[src/rtl/axis_packet_master.sv]
// AXI4-Stream packet source: words are queued in a FIFO through a push port,
// then a commit pulse emits the queued words as a single packet with optional inter-beat gaps.
module axis_packet_master #(
   parameter int DATA_W         = 32,
   parameter int DEST_W         = 8,
   parameter int USER_W         = 4,
   parameter int DEPTH          = 64,
   parameter int DEST_FROM_DATA = 1,
   parameter int GAP_W          = 4
) (
   input  logic                       clk,
   input  logic                       rst_n,
   input  logic                       wr_valid,
   output logic                       wr_ready,
   input  logic [DATA_W-1:0]          wr_data,
   input  logic                       wr_commit,
   input  logic [DEST_W-1:0]          cfg_dest,
   input  logic [GAP_W-1:0]           cfg_gap,
   output logic                       m_axis_tvalid,
   input  logic                       m_axis_tready,
   output logic [DATA_W-1:0]          m_axis_tdata,
   output logic                       m_axis_tlast,
   output logic [DEST_W-1:0]          m_axis_tdest,
   output logic [USER_W-1:0]          m_axis_tuser,
   output logic                       busy,
   output logic [$clog2(DEPTH):0]     level,
   output logic [15:0]                pkt_cnt
);

   localparam int AW = $clog2(DEPTH);
   localparam int LW = AW + 1;

   typedef enum logic [1:0] {IDLE, SEND, GAP} state_t;

   state_t              state, next_state;
   logic [DATA_W-1:0]   mem [DEPTH];
   logic [AW-1:0]       wr_ptr, rd_ptr;
   logic [LW-1:0]       count;
   logic                first;
   logic [DEST_W-1:0]   dest_q, dest_sel;
   logic [GAP_W-1:0]    gap_q, gap_cnt;
   logic [15:0]         pkt_q;
   logic [DATA_W-1:0]   head;
   logic                full, push, beat, last_word, start;

   assign head      = mem[rd_ptr];
   assign full      = (count == LW'(DEPTH));
   assign last_word = (count == LW'(1));
   assign push      = wr_valid & wr_ready;
   assign beat      = m_axis_tvalid & m_axis_tready;
   // An empty commit only starts a packet if a word is pushed in the same cycle.
   assign start     = (state == IDLE) & wr_commit & ((count != '0) | push);

   always_comb begin
      dest_sel = cfg_dest;
      if (DEST_FROM_DATA != 0)
         dest_sel = (count == '0) ? wr_data[DATA_W-1 -: DEST_W] : head[DATA_W-1 -: DEST_W];
   end

   always_ff @(posedge clk) begin
      if (!rst_n) state <= IDLE;
      else        state <= next_state;
   end

   always_comb begin
      next_state = state;
      unique case (state)
         IDLE: if (start) next_state = SEND;
         SEND: begin
            if (beat) begin
               if (last_word)        next_state = IDLE;
               else if (gap_q != '0) next_state = GAP;
            end
         end
         GAP:  if (gap_cnt == GAP_W'(1)) next_state = SEND;
         default: next_state = IDLE;
      endcase
   end

   always_comb begin
      wr_ready        = (state == IDLE) & ~full;
      m_axis_tvalid   = (state == SEND);
      m_axis_tdata    = (state == SEND) ? head : '0;
      m_axis_tlast    = (state == SEND) & last_word;
      m_axis_tuser    = '0;
      m_axis_tuser[0] = (state == SEND) & first;
      m_axis_tdest    = dest_q;
      busy            = (state != IDLE);
      level           = count;
      pkt_cnt         = pkt_q;
   end

   // Storage carries no reset; stale words are never visible because the pointers are cleared.
   always_ff @(posedge clk) begin
      if (push) mem[wr_ptr] <= wr_data;
   end

   always_ff @(posedge clk) begin
      if (!rst_n) begin
         wr_ptr  <= '0;
         rd_ptr  <= '0;
         count   <= '0;
         first   <= 1'b0;
         dest_q  <= '0;
         gap_q   <= '0;
         gap_cnt <= '0;
         pkt_q   <= '0;
      end else begin
         if (push) wr_ptr <= wr_ptr + AW'(1);
         if (beat) begin
            rd_ptr <= rd_ptr + AW'(1);
            first  <= 1'b0;
         end
         if (push && !beat)      count <= count + LW'(1);
         else if (beat && !push) count <= count - LW'(1);
         if (start) begin
            first  <= 1'b1;
            gap_q  <= cfg_gap;
            dest_q <= dest_sel;
         end
         if (beat && !last_word && gap_q != '0) gap_cnt <= gap_q;
         else if (state == GAP)                 gap_cnt <= gap_cnt - GAP_W'(1);
         if (beat && last_word) pkt_q <= pkt_q + 16'd1;
      end
   end

endmodule

[config.mk]
export PLATFORM = sky130hd
export DESIGN_NAME = axis_packet_master
export DESIGN_NICKNAME = d
export VERILOG_FILES = /design/src/rtl/axis_packet_master.sv
export SDC_FILE = /design/constraint.sdc
export NUM_CORES = 2
export LEC_CHECK = 0
export BUFFER_PORTS_ARGS = -buffer_cell sky130_fd_sc_hd__buf_2
export CAP_MARGIN = 20
export CORE_MARGIN = 3
export CORE_UTILIZATION = 45
export DETAILED_ROUTE_END_ITERATION = 10
export HOLD_SLACK_MARGIN = 0.15
export SYNTH_ARGS = -nofsm -noshare
export SYNTH_HDL_FRONTEND = slang
export SYNTH_SLANG_ARGS = --single-unit
[constraint.sdc]
create_clock -name clk -period 4.44 [get_ports clk]
set_input_delay 0.222 -clock clk [delete_from_list [all_inputs] [get_ports clk]]
set_output_delay 0.222 -clock clk [all_outputs]
set_load 0.1 [all_outputs]
-- Word-level counts from Yosys, hierarchy flattened
Memories as Yosys holds them, arrays and structs flattened. A register that Yosys moved wholly into a read port is not among the register bits.
Index checks and enable logic that the tools add are counted.
Widths: inputs -> output; s select.
- bits in registers: 54
- bits in writable memories: 2048
- input port bits: 49
- memories kept: 1
- memories (name ; words ; width ; read ports ; clocked after memory_dff ; wr ports ; RTL line ; RTL):
    mem ; 64 ; 32 ; 1 ; 1 ; 1 ; 36 ; logic [DATA_W-1:0] mem [DEPTH];
- add/subtract/negate cells: 6
- equality and inequality tests: 9
- muxes and demuxes: 18
- bitwise gates (word level): 9
- reductions and logical operators: 17
- operators with widths (cell ; number):
    $mux 32 ; 1
    $add 16x1->16 const B ; 1
    $mux 7 ; 2
    $add 6x1->6 const B ; 2
    $mux 6 ; 2
    $mux 2 ; 5
    $mux 4 ; 2
    $mux 8 ; 1
    $reduce_bool 2->1 ; 4
    $add 7x1->7 const B ; 1
    $and 1x1->1 ; 7
    $eq 7x1->1 const B ; 1
    $eq 7x7->1 const B ; 1
    $logic_not 7->1 ; 1
    $reduce_bool 7->1 ; 1
    $sub 7x1->7 const B ; 1
    $pmux 2 s3 ; 1
    $logic_and 1x1->1 ; 5
    $eq 4x1->1 const B ; 1
    $mux 1 ; 4
    $ne 2x2->1 const B ; 2
    $reduce_and 4->1 ; 1
    $reduce_bool 4->1 ; 1
    $sub 4x1->4 const B ; 1
    8 further kinds ; 10

-- Depth between registers and ports, before layout
- depth in word-level cells: 8
- mapped depth: 13

-- Worst setup path before layout
Ideal clock, no wire load.
- kind: reg-to-reg
- from: register count[0], in the netlist level[0]
- to: memory mem[59][0] (enable)
- library setup time: 0.421 ns
- arrival time: 5.432 ns
- path slack: -1.413 ns
- cell stages (with the launch flop): 9
- path through: dfxtp_1 -> inv_1 -> ha_1 -> a31oi_1 -> and2_1 -> buf_4 -> nor2b_1 -> nand3_1 -> nor2_1
- word-level cells in the longest chain between the ends: 6
- ends and longest elaborated chain (element ; RTL line ; RTL):
    start: declaration ; 38 ; logic [LW-1:0] count;
    start signal: assignment ; 114 ; if (push && !beat) count <= count + LW'(1);
    start signal: assignment ; 115 ; else if (beat && !push) count <= count - LW'(1);
    $eq 7x7->1 ; 47 ; assign full = (count == LW'(DEPTH));
    $not 1->1 ; 81 ; wr_ready = (state == IDLE) & ~full;
    $and 1x1->1 ; 81 ;
    net wr_ready ; 14 ; output logic wr_ready,
    $and 1x1->1 ; 49 ; assign push = wr_valid & wr_ready;
    net push ; 44 ; logic full, push, beat, last_word, start;
    $mux 1 ; 95 ; if (push) mem[wr_ptr] <= wr_data;
    $mux 1 (not written as such) ; 95 ;
    end: declaration ; 36 ;
The timed path passes the listed nets, and every way through them passes these cells.

==> metrics.csv <==
metric,value,unit
outcome,"finished, final reports clean",
clock transition at the registers of the reported paths,0.06,ns
asr flop ratio synth,0,%
Via Count,39270,
Final setup viols,0,
root buf cell,clkbuf_16,
"non-filler cells, final",6593,
Post-Synthesis Cells,3676,
post-DR wirelength/cell,30.69,µm
slew margin rel.,26.33,%
antenna-violating nets left,0,
fraction of the cycle the final worst path needs,96.70,%
Die Height,430.6,µm
Residual DRC,0,
Synth Register Bits,2108,
final worst slack,0.1467,ns
die area,0.1854,mm²
CTS Buffer Depth,3,
Placed Area,0.08601,mm²
final RePlAce weighted congestion,0.7988,
VDD IR max,0.2893,mV
row cnt,155,
CTS tree,yes,
power per cell area,485.5,mW/mm²
Total GRT Usage,21.91,%
Tmin final,4.293,ns
pre-CTS setup slack,0.6464,ns
starting density of the core,45.36,%
largest net degree at the start of global routing,66,
final worst clock skew,0.03549,ns
Final Max Slew Viols,0,
Mapped Area,0.08111,mm²
area delta synth->final,15.23,%
Fin Setup TNS,0,ns
total gr overflow,0,
maxcap violations,0,
post-synthesis sequential area ratio,77.30,%
post-route design area,0.09346,mm²
Min-Delay Path Class,primary input to register,
share of cells above drive strength 1,29.32,%
Worst EP arrival,4.07,ns
Vias/cell,5.957,
unrepaired setup endpoints after global routing,true,
HPWL after DPL,115400,µm
ys flop type,edfxtp_1,
number of enable flip-flop cells after synthesis,2048,
Core Box Area,0.1788,mm²
Post-Route WL,202300,µm
Starting DRT DRC Count,4655,
combinational family with the most area after synthesis,multiplexers,
Worst Max-Slew Pin Slew,1.097,ns
simple-gate portion of the synthesized area,2.305,%
Synth Area in Compound Gates,2.621,%
"Slowest-stage cell, CP",mux4_2,
critical path class,register to output pin,
Required @ worst endpoint,4.22,ns
XOR/XNOR share of the synthesized area,0.3131,%
Worst-Skew Late Latency,0.83,ns
min-delay src,wr_data[19],
Die W,430.6,µm
CP endpoint kind,output pin,
number of global-route vias before repair,39450,
Fillers,13890,
I/O pin total,120,
CP Buf/Inv Count,3,
Num CTS Buffers,203,
final hold vios,0,
peak per-stage delay on the critical path,0.55,ns
mux contribution to synthesized area,15.82,%
maximum clock rate,232.9,MHz
Placed Cells,6127,
largest fanout on the critical path,28,
crit-path cells,buf_12 -> buf_12 -> mux4_2 -> mux4_2 -> o22ai_1 -> nor3_1 -> buf_2,
RR Startpoint,level[0],
PortBufs,108,
Synth Area in Adders,0.1543,%
Initial DRT Pass Iterations,5,
# H-tree levels,4,
CP top delay family,multiplexers,
Pleak,28.60,nW
CP Launch Type,register,
nets@finish,4117,
number of synthesis warnings,0,
first-pass GRT wire length,290800,µm
total clock sinks,2108,
unique cell type count in the Yosys netlist,61,
syn avg cell area,22.06,µm²
initial antenna violation count,6,
-- layout by cell type, fill, tap and decap left out, drive strengths merged, types with 9 or more instances in the layout --
cell / instances
o22ai: 21
edfxtp: 2048
clkinv: 97
nand3: 44
mux4: 529
a31oi: 15
nor2b: 40
ha: 10
dlygate4sd3: 54
and2: 37
nor2: 106
nand4: 16
a211oi: 27
dfxtp: 60
xnor2: 20
o221ai: 9
buf: 328
o21ai: 41
inv: 19
nand2: 89
xor2: 9
mux2i: 78
clkbuf: 263
nor3: 12
a22oi: 84
mux2: 12
a22o: 19
a21oi: 47
-- per-layer routing --
layer / vias to the layer above / share of wire, % / global-route usage [%]
li1: 16290 / - / -
met1: 21380 / 42 / 31.73
met4: 0 / 2.5 / 5.851
met2: 1347 / 49 / 35.23
met5: - / 0 / 0
met3: 260 / 6.3 / 3.219
-- cell families after synthesis --
group	after synthesis
DFF	2108
buffers and inverters	221
adders and majority gates	10
muxes	619
and+or+nand+nor	380
AOI/OAI and AO/OA	308
xor gates and xnor gates	29
other	1
-- power by group --
| part | total (mW) | internal [mW] | switching [mW] |
|---|---|---|---|
| logic | 6.71 | 2.49 | 4.22 |
| clock network | 16.4 | 9.11 | 7.27 |
| registers | 22.3 | 22.1 | 0.181 |
| total | 45.4 | 33.7 | 11.7 |
-- repair_timing --
action | in CTS | in global routing
setup endpoints to repair | 23 | 14
buffers inserted | 6 | 0
hold endpoints to repair | 735 | 1002
gates resized for setup | 3 | 14
hold buffers | 38 | 16
-- state kept, by name, summed over array words and instances, names as in the netlist, named ones only --
register	flops
pkt_cnt	16
state	2
gap_q	4
rd_ptr	6
mem	2048
level	7
wr_ptr	6
m_axis_tdest	8
gap_cnt	4
first	1
-- final timing paths --
kind,endpoint,slack (ns),depth (start not counted)
worst max register to register,mem[17][7],0.80,8
worst max-delay path,m_axis_tdata[23],0.15,7
worst min register to register,first,0.51,2
worst min-delay path,mem[15][19],0.25,2
-- Yosys cell counts, types with 27 or more instances --
cell type / count / area share (%)
and2_1: 36 / 0.28
a211oi_1: 27 / 0.25
clkbuf_1: 57 / 0.26
buf_2: 73 / 0.45
nand2_1: 89 / 0.41
mux4_2: 529 / 15
nand3_1: 43 / 0.27
o21ai_0: 35 / 0.22
edfxtp_1: 2048 / 76
nor2_1: 106 / 0.49
a22oi_1: 84 / 0.78
nor2b_1: 40 / 0.31
a21oi_1: 47 / 0.29
buf_4: 38 / 0.35
mux2i_1: 78 / 0.96
dfxtp_1: 60 / 1.5
-- final cells by class --
type / instances / area (µm²) / area share, %
Sequential cell: 2108 / 62720 / 67.11
Multi-Input combinational cell: 1349 / 17760 / 19.00
Clock buffer: 263 / 5439 / 5.820
Timing Repair Buffer: 382 / 3660 / 3.916
Tap cell: 2355 / 2947 / 3.153
Clock inverter: 116 / 870.8 / 0.9318
Inverter: 14 / 52.55 / 0.05623
Antenna cell: 6 / 15.01 / 0.01606
-- metrics by stage --
stage	power, mW	hold slack (ns)	util, %
after floorplan	27.36	0.3209	-
after global placement	29.26	0.4767	48.10
after detailed placement	29.32	0.4916	48.10
after CTS	45.66	0.1504	51.90
after global routing	46.88	0.2497	52.26
final	45.37	0.2495	52.27
(Power assumes the default switching activity.)
